File: src/rtl/fifo_pkg.sv
// Shared types and helpers for the programmable synchronous FIFO.
// Holds the read-mode enum and the compare-based pointer wrap.
package fifo_pkg;

    typedef enum logic {
        FIFO_STD  = 1'b0,
        FIFO_FWFT = 1'b1
    } fifo_mode_e;

    // Wraps at depth-1 by compare so any depth works, not just powers of two
    function automatic int unsigned ptr_inc(input int unsigned ptr, input int unsigned depth);
        return (ptr == depth - 1) ? 0 : ptr + 1;
    endfunction

endpackage

File: src/rtl/fifo_regfile.sv
// Register-array storage: one synchronous write port, one combinational read port.
// Write lands on the clock edge; read is zero-latency; no flow control of its own.
module fifo_regfile #(
    parameter int DATA_W = 8,
    parameter int FIFO_D = 32,
    parameter int PTR_W  = $clog2(FIFO_D)
) (
    input  logic              clk,
    input  logic              we,
    input  logic [PTR_W-1:0]  waddr,
    input  logic [DATA_W-1:0] wdata,
    input  logic [PTR_W-1:0]  raddr,
    output logic [DATA_W-1:0] rdata
);

    logic [DATA_W-1:0] mem [FIFO_D];

    always_ff @(posedge clk) begin
        if (we) begin
            mem[waddr] <= wdata;
        end
    end

    assign rdata = mem[raddr];

endmodule

File: src/rtl/sync_fifo_prog.sv
// Single-clock FIFO with standard (1-cycle) or FWFT reads, programmable almost flags,
// sticky overflow/underflow and sync flush; writes when full only pass alongside a read.
module sync_fifo_prog
    import fifo_pkg::*;
#(
    parameter int DATA_W = 8,
    parameter int FIFO_D = 32,
    parameter int FWFT   = 0,
    parameter int CNT_W  = $clog2(FIFO_D + 1),
    parameter int PTR_W  = $clog2(FIFO_D)
) (
    input  logic              clk,
    input  logic              rst_n,
    input  logic              clr,
    input  logic              wr_en,
    input  logic [DATA_W-1:0] wr_data,
    input  logic              rd_en,
    output logic [DATA_W-1:0] rd_data,
    output logic              rd_valid,
    input  logic [CNT_W-1:0]  af_thresh,
    input  logic [CNT_W-1:0]  ae_thresh,
    output logic              fifo_full,
    output logic              fifo_empty,
    output logic              almost_full,
    output logic              almost_empty,
    output logic [CNT_W-1:0]  data_avail,
    output logic [CNT_W-1:0]  room_avail,
    output logic              overflow,
    output logic              underflow
);

    localparam fifo_mode_e      MODE  = (FWFT != 0) ? FIFO_FWFT : FIFO_STD;
    localparam logic [CNT_W-1:0] DEPTH = CNT_W'(FIFO_D);

    logic [PTR_W-1:0]  wr_ptr;
    logic [PTR_W-1:0]  rd_ptr;
    logic [CNT_W-1:0]  count;
    logic [DATA_W-1:0] mem_rdata;
    logic              rd_fifo;
    logic              wr_fifo;

    assign rd_fifo = rd_en && (count != '0);
    assign wr_fifo = wr_en && ((count != DEPTH) || rd_fifo);

    fifo_regfile #(
        .DATA_W (DATA_W),
        .FIFO_D (FIFO_D),
        .PTR_W  (PTR_W)
    ) u_regfile (
        .clk    (clk),
        .we     (wr_fifo && !clr),
        .waddr  (wr_ptr),
        .wdata  (wr_data),
        .raddr  (rd_ptr),
        .rdata  (mem_rdata)
    );

    always_ff @(posedge clk or negedge rst_n) begin
        if (!rst_n) begin
            wr_ptr    <= '0;
            rd_ptr    <= '0;
            count     <= '0;
            overflow  <= 1'b0;
            underflow <= 1'b0;
        end else if (clr) begin
            wr_ptr    <= '0;
            rd_ptr    <= '0;
            count     <= '0;
            overflow  <= 1'b0;
            underflow <= 1'b0;
        end else begin
            if (wr_fifo) begin
                wr_ptr <= PTR_W'(ptr_inc(32'(wr_ptr), 32'(FIFO_D)));
            end
            if (rd_fifo) begin
                rd_ptr <= PTR_W'(ptr_inc(32'(rd_ptr), 32'(FIFO_D)));
            end
            if (wr_fifo && !rd_fifo) begin
                count <= count + 1'b1;
            end else if (rd_fifo && !wr_fifo) begin
                count <= count - 1'b1;
            end
            if (wr_en && !wr_fifo) begin
                overflow <= 1'b1;
            end
            if (rd_en && !rd_fifo) begin
                underflow <= 1'b1;
            end
        end
    end

    generate
        if (MODE == FIFO_STD) begin : g_std
            logic [DATA_W-1:0] data_q;
            logic              vld_q;

            always_ff @(posedge clk or negedge rst_n) begin
                if (!rst_n) begin
                    data_q <= '0;
                    vld_q  <= 1'b0;
                end else if (clr) begin
                    vld_q  <= 1'b0;
                end else begin
                    vld_q <= rd_fifo;
                    if (rd_fifo) begin
                        data_q <= mem_rdata;
                    end
                end
            end

            assign rd_data  = data_q;
            assign rd_valid = vld_q;
        end else begin : g_fwft
            // Head word is shown straight from storage; a pop just advances rd_ptr
            assign rd_data  = mem_rdata;
            assign rd_valid = (count != '0);
        end
    endgenerate

    assign fifo_full    = (count == DEPTH);
    assign fifo_empty   = (count == '0);
    assign almost_full  = (count >= af_thresh);
    assign almost_empty = (count <= ae_thresh);
    assign data_avail   = count;
    assign room_avail   = DEPTH - count;

endmodule
File: config.mk
export PLATFORM = sky130hd
export DESIGN_NAME = sync_fifo_prog
export DESIGN_NICKNAME = d
export VERILOG_FILES = /design/src/rtl/fifo_pkg.sv /design/src/rtl/fifo_regfile.sv /design/src/rtl/sync_fifo_prog.sv
export SDC_FILE = /design/constraint.sdc
export NUM_CORES = 1
export LEC_CHECK = 0
export CELL_PAD_IN_SITES_DETAIL_PLACEMENT = 1
export CELL_PAD_IN_SITES_GLOBAL_PLACEMENT = 1
export CORE_MARGIN = 2
export CORE_UTILIZATION = 42
export CTS_BUF_LIST = sky130_fd_sc_hd__clkbuf_16
export CTS_CLUSTER_DIAMETER = 30
export DETAILED_ROUTE_END_ITERATION = 12
export PLACE_DENSITY = 0.77
export SYNTH_ARGS = -nofsm -noshare
export SYNTH_HDL_FRONTEND = slang
export SYNTH_SLANG_ARGS = --single-unit
File: constraint.sdc
create_clock -name clk -period 3.2 [get_ports clk]
set_input_delay 0.32 -clock clk [delete_from_list [all_inputs] [get_ports clk]]
set_output_delay 0.32 -clock clk [all_outputs]
set_load 0.05 [all_outputs]
==> results of run 1 <==
==> where the power goes <==
part	total, mW	internal (mW)	switching [mW]
sequential	4.34	4.15	0.191
clock	5.18	3.33	1.85
combinational	2.42	1.01	1.42
total	11.9	8.48	3.46
==> what timing repair did <==
item | CTS | global route
resized for setup | 1 | 4
hold buffers | 0 | 0
endpoints found under the setup margin | 1 | 2
==> logic make-up (layout without fill, tap and decap cells) <==
family | count (synthesis) | count (layout) | share of synthesized area, %
DFF | 283 | 283 | 71.5
buffers and inverters | 51 | 218 | 2.59
adders and majority gates | 25 | 25 | 2.74
xor gates and xnor gates | 7 | 7 | 0.525
and+or+nand+nor | 124 | 124 | 5.46
AOI/OAI and AO/OA | 83 | 83 | 4.55
muxes | 67 | 67 | 12.6
==> routing by layer <==
metal	up-vias	share of wire [%]
met5	-	0
li1	2846	-
met4	0	2.8
met3	55	5.8
met1	3388	40
met2	243	51
==> worst max path at each step <==
stage | from | end | cells after the start
after floorplan | data_avail[0] | data_avail[5] | 13
after global placement | data_avail[1] | data_avail[5] | 12
after detailed placement | data_avail[1] | data_avail[5] | 12
after CTS | data_avail[0] | almost_full | 10
after global routing | data_avail[1] | data_avail[5] | 12
final | data_avail[1] | fifo_full | 6
==> layout by cell type (no fill, tap or decap), drive strengths merged, types with 4 or more instances in the layout <==
cell type,instances
a21o,4
a21oi,15
buf,57
bufinv,5
clkbuf,51
clkdlybuf4s50,48
clkinv,15
clkinvlp,11
dfrtp,27
edfxtp,256
ha,24
inv,29
mux4,64
nand2,22
nand3,6
nand3b,6
nor2,52
nor3,4
o21a,4
o21ai,15
o22ai,33
o31ai,4
or3b,4
or4,10
xnor2,4
==> sequential cells by signal (all words and copies together) (netlist names) <==
| signal | flops |
|---|---|
| u_regfile.mem | 256 |
| rd_data | 8 |
| data_avail | 6 |
| rd_ptr | 5 |
| wr_ptr | 5 |
| overflow | 1 |
| rd_valid | 1 |
| underflow | 1 |
==> cell type report <==
cell class / instances / area, um^2
fill: 2568 / 13100
sequential: 283 / 8370
multi-input combinational: 306 / 3030
clock buffer: 51 / 1280
timing repair buffer: 107 / 967
tap: 378 / 473
clock inverter: 42 / 392
inverter: 18 / 67.6
==> through the flow <==
stage          instances  hold WS (ns)  util, %  area (um^2)  power, mW
2_1_floorplan        640        0.0244        -        11700       6.03
3_3_place_gp        1092         0.472     46.7        12900       6.73
3_5_place_dp        1092         0.475     46.7        12900       6.82
4_1_cts             1185         0.428     52.7        14600       12.0
5_1_grt             1185         0.483     52.8        14600       12.3
6_report            1185         0.418     52.8        14600       11.9
==> flow_summary.json, run 1 <==
{
  "power.density_nw_per_um2": 819,
  "clk_latency_ns": 0.54,
  "met1_usage_pct": 25.3,
  "yosysMostFrequentCell": "edfxtp_1",
  "cp_data_required_time_ns": 2.88,
  "die_area_um2": 29200,
  "dp_hpwl_um": 17800,
  "netlist_instances": 640,
  "r2r_cells": 12,
  "setup_tns_ns": 0,
  "met3_usage_pct": 3.54,
  "synth_top_area_share_pct": 65.8,
  "r2r-start": "data_avail[1]",
  "yosysTopAreaCell": "edfxtp_1",
  "slew_viol_final": 0,
  "avgSynthCellArea_um2": 18.3,
  "clock-sinks": 283,
  "drive_gt1_share_pct": 28.0,
  "dr_total_vias": 6532,
  "ir_worst_vdd_uv": 483,
  "nets": 816,
  "num_antenna_cells": 0,
  "critPathMaxStageDelay_ns": 0.81,
  "grt.busiest_layer": "met2",
  "io_pins": 52,
  "relSlewSlack_pct": 19.7,
  "antenna_left": 0,
  "p_leak_nw": 5.01,
  "synth_commonest_cells": "edfxtp_1, mux4_2, nor2_1",
  "syn_area_um2": 11700,
  "h-tree-depth": 2,
  "grt_start_max_net_pins": 36,
  "start_kind": "flip-flop",
  "synth_cell_types": 48,
  "timing.rr.end": "data_avail[5]",
  "setup_viol": 0,
  "worst-path-buf-inv": 3,
  "drt-wirelength-per-cell_um": 24.1,
  "cts_tree": "built",
  "crit_path_top_delay_cell": "clkdlybuf4s50_1",
  "place.gp.congestion": 0.817,
  "timing.critical_path.cells": "inv_1 > ha_1 > nor4b_1 > nand2_1 > inv_1 > clkdlybuf4s50_1",
  "yosys_warnings": 0,
  "grt_use_total_pct": 20.1,
  "max_clock_freq_mhz": 332,
  "crit_type": "reg -> out",
  "period_needed_ns": 3.01,
  "reg2reg_slack_ns": 0.19,
  "dieHeight_um": 171,
  "cts_buffers": 50,
  "hold_viol": 0,
  "core-area_um2": 27600,
  "core.rowCount": 61,
  "crit_path_frequent_cell": "inv_1",
  "synth_area_leaders": "edfxtp_1, mux4_2, dfrtp_1",
  "cpLargestDelayFamily": "buffers and inverters",
  "hp-class": "in -> async",
  "port-buffer-count": 51,
  "postCtsSetupBuffers": 0,
  "clk_pin_slew_ns": 0.05,
  "area_growth_syn_to_layout_pct": 24.7,
  "fin_ws_ns": 0.191,
  "syn_nets": 690,
  "cts_root_buf": "clkbuf_16",
  "max_cap_violations": 0,
  "worstMarginPinSlew_ns": 1.20,
  "antenna_found_initial": 0,
  "yosysSeqAreaShare_pct": 71.5,
  "first_pass_iters": 5,
  "die_w_um": 171,
  "cts.path.max_buffers": 3,
  "grt.overflow.total": 0,
  "ys_ff_latch": 283,
  "met2_usage_pct": 34.9,
  "end_kind": "primary output",
  "start_util_pct": 42.3,
  "route.detailed.drc": 0,
  "grt_pass1_wl_um": 43300,
  "pre_cts_ws_ns": 0.0626,
  "synth_edf_count": 256,
  "cp_max_fo": 4,
  "vias_per_cell": 5.51,
  "post-route-period-util_pct": 94.0,
  "async_flop_share_pct": 9.54,
  "synth_flop_cell": "edfxtp_1",
  "wl_um": 28500,
  "drtIter0Drc": 591,
  "outcome": "complete, no violations",
  "arrival_ns": 2.69,
  "skew_ns": 0.00989,
  "grt_pass1_vias": 7152
}
Note: power is estimated with default switching activity, not from simulation.
==> inputs of run 2 (changes only) <==
--- a/config.mk
+++ b/config.mk
@@ -5,6 +5,7 @@
 export SDC_FILE = /design/constraint.sdc
 export NUM_CORES = 1
 export LEC_CHECK = 0
+export ABC_AREA = 1
 export CELL_PAD_IN_SITES_DETAIL_PLACEMENT = 1
 export CELL_PAD_IN_SITES_GLOBAL_PLACEMENT = 1
 export CORE_MARGIN = 2
@@ -12,7 +13,8 @@
 export CTS_BUF_LIST = sky130_fd_sc_hd__clkbuf_16
 export CTS_CLUSTER_DIAMETER = 30
 export DETAILED_ROUTE_END_ITERATION = 12
-export PLACE_DENSITY = 0.77
+export DONT_BUFFER_PORTS = 1
+export PLACE_DENSITY = 0.79
 export SYNTH_ARGS = -nofsm -noshare
 export SYNTH_HDL_FRONTEND = slang
 export SYNTH_SLANG_ARGS = --single-unit
==> flow_summary.json, run 2 <==
{
  "outcome": "complete, no violations",
  "ys_ff_latch": 283,
  "synth_area_leaders": "edfxtp_1, nand2_1, nand3_1",
  "max_cap_violations": 0,
  "postCtsSetupBuffers": 0,
  "setup_tns_ns": 0,
  "wl_met2_um": 18600,
  "async_flop_share_pct": 9.54,
  "layout_common_cells": "nand2_1, edfxtp_1, nand3_1",
  "vias_per_cell": 5.44,
  "period_needed_ns": 2.75,
  "num_antenna_cells": 0,
  "core.rowCount": 63,
  "worst-path-buf-inv": 3,
  "power.density_nw_per_um2": 883,
  "hold_slack_ns": 0.0299,
  "cts_tree": "built",
  "avgSynthCellArea_um2": 10.3,
  "synth_cell_types": 37,
  "rsz0062_at_grt": "no",
  "end_kind": "flip-flop",
  "place.gp.congestion": 0.848,
  "sw_frac_of_total_pct": 33.8,
  "synth_edf_count": 256,
  "clk_latency_ns": 0.57,
  "largest_register": "u_regfile.mem",
  "fillers": 3193,
  "grt.overflow.total": 0,
  "hold_viol": 0,
  "ctsResizeCount": 0,
  "netlist_instances": 1242,
  "p_seq_share_pct": 33.0,
  "relSlewSlack_pct": 45.2,
  "area_growth_syn_to_layout_pct": 19.2,
  "clockPowerShare_pct": 42.5,
  "pwr-share-comb_pct": 24.5,
  "timing.critical_path.cells": "inv_1 > ha_1 > nand2_4 > nor2_8 > nand3_4 > inv_2 > nand2_1 > nand2_1 > inv_2 > nand2_4 > nor2_1",
  "p_int_mw": 8.91,
  "fin_area_um2": 15200,
  "dr_total_vias": 9308,
  "worstMarginPinSlew_ns": 0.821,
  "synth_top_area_share_pct": 60.1,
  "drtIter0Drc": 806,
  "cp_max_fo": 9,
  "drt-wirelength-per-cell_um": 21.9,
  "nets": 1326,
  "cpLargestDelayFamily": "simple AND/OR/NAND/NOR gates",
  "ir_worst_vdd_uv": 679,
  "skew_ns": 0.0247,
  "yosysSeqAreaShare_pct": 65.4,
  "wl_um": 37500,
  "cts.path.max_buffers": 3,
  "syn_area_um2": 12800,
  "dieHeight_um": 179,
  "start_kind": "flip-flop",
  "p_leak_nw": 6.37,
  "cts_buffers": 54,
  "drive_gt1_share_pct": 10.6,
  "switching_power_mw": 4.55,
  "hp-class": "in -> reg",
  "synth_flop_cell": "edfxtp_1",
  "port-buffer-count": 0,
  "antenna_found_initial": 0,
  "die_w_um": 179,
  "critPathMaxStageDelay_ns": 0.60,
  "yosys_warnings": 0,
  "yosysMostFrequentCell": "nand2_1",
  "synth_commonest_cells": "nand2_1, edfxtp_1, nand3_1",
  "clock-sinks": 283,
  "h-tree-depth": 2,
  "syn_nets": 1292,
  "io_pins": 52,
  "antenna_left": 0,
  "dr_wl_met3_um": 2170,
  "crit_path_top_delay_cell": "nor2_1",
  "die_area_um2": 31900,
  "place_area_um2": 13200,
  "first_pass_iters": 5,
  "cts_root_buf": "clkbuf_16",
  "dp_hpwl_um": 21600,
  "grt_pass1_wl_um": 57500,
  "clk_pin_slew_ns": 0.05,
  "yosysTopAreaCell": "edfxtp_1",
  "slew_viol_final": 0,
  "cp_data_required_time_ns": 3.38,
  "start_util_pct": 42.9,
  "core-area_um2": 29800,
  "grt_pass1_vias": 9893,
  "grt_start_max_net_pins": 135,
  "largest_register_ffs": 256,
  "post-route-period-util_pct": 86.0,
  "crit_type": "reg -> reg",
  "highest_layer": "met4",
  "grt_use_total_pct": 24.3,
  "wl_met1_um": 15200,
  "max_clock_freq_mhz": 363,
  "setup_viol": 0,
  "arrival_ns": 2.94,
  "mostFrequentLayoutCell": "nand2_1",
  "route.detailed.drc": 0
}
## run 2: cell count changes after synthesis, sizes merged, moves of 9 or more
| cell | before | now |
|---|---|---|
| o22ai | 33 | 2 |
| nand3 | 6 | 178 |
| mux4 | 64 | 0 |
| nor2 | 52 | 61 |
| inv | 18 | 123 |
| or4 | 10 | 0 |
| nand2 | 22 | 454 |
| buf | 25 | 48 |
## run 2: layout make-up
cell class	instances	area (um^2)	area share, %
Inverter	125	474	3.11
Tap cell	390	488	3.20
Sequential cell	283	8370	54.9
Multi-Input combinational cell	777	3630	23.8
Timing Repair Buffer	35	423	2.77
Clock buffer	55	1380	9.03
Clock inverter	46	483	3.17
## run 2: path summary, 6_finish.rpt
path                                     from             endpoint  slack [ns]  depth (start not counted)
min in group asynchronous               rst_n            underflow        0.20                          2
worst min register to register  data_avail[2]        data_avail[2]        0.59                          2
worst max-delay path            data_avail[0]  u_regfile.mem[3][7]        0.45                         11
worst max register to register  data_avail[0]  u_regfile.mem[3][7]        0.45                         11
worst min-delay path                    rd_en             rd_valid        0.03                          2
max in group asynchronous               rst_n            rd_ptr[0]        2.77                          2
## run 2: metrics by stage
stage | setup WS, ns | cells | utilization (%) | total power [mW]
after global placement | 0.613 | 1597 | 44.2 | 7.48
final | 0.448 | 1711 | 51.2 | 13.5
after floorplan | 0.429 | 1242 | - | 6.82
after CTS | 0.457 | 1711 | 51.2 | 13.5
after detailed placement | 0.462 | 1597 | 44.2 | 7.58
after global routing | 0.260 | 1711 | 51.2 | 14.0
## run 2: power groups by stage
| stage | Combinational, mW | Sequential (mW) | Clock [mW] |
|---|---|---|---|
| final | 3.29 | 4.44 | 5.73 |
| after global routing | 3.60 | 4.45 | 5.95 |
| after CTS | 3.27 | 4.44 | 5.76 |
| after detailed placement | 3.08 | 4.50 | 0 |
| after global placement | 2.99 | 4.49 | 0 |
| after floorplan | 2.21 | 4.61 | 0 |
## run 2: timing repair
item,CTS,global route
hold buffers,13,0
endpoints found under the hold margin,294,0
setup endpoints to repair,0,0
## run 2: metal layers
layer / up-vias / global-route usage, %
li1: 4204 / -
met1: 4648 / 30.9
met2: 355 / 40.8
met3: 101 / 4.09
met4: 0 / 11.1
met5: - / 0
## run 2: cell families after synthesis
group / synth area share (%)
xor+xnor: 0.685
fa+ha+maj: 2.50
compound gates: 1.81
buf+inv: 6.22
simple gates: 23.4
flops: 65.4
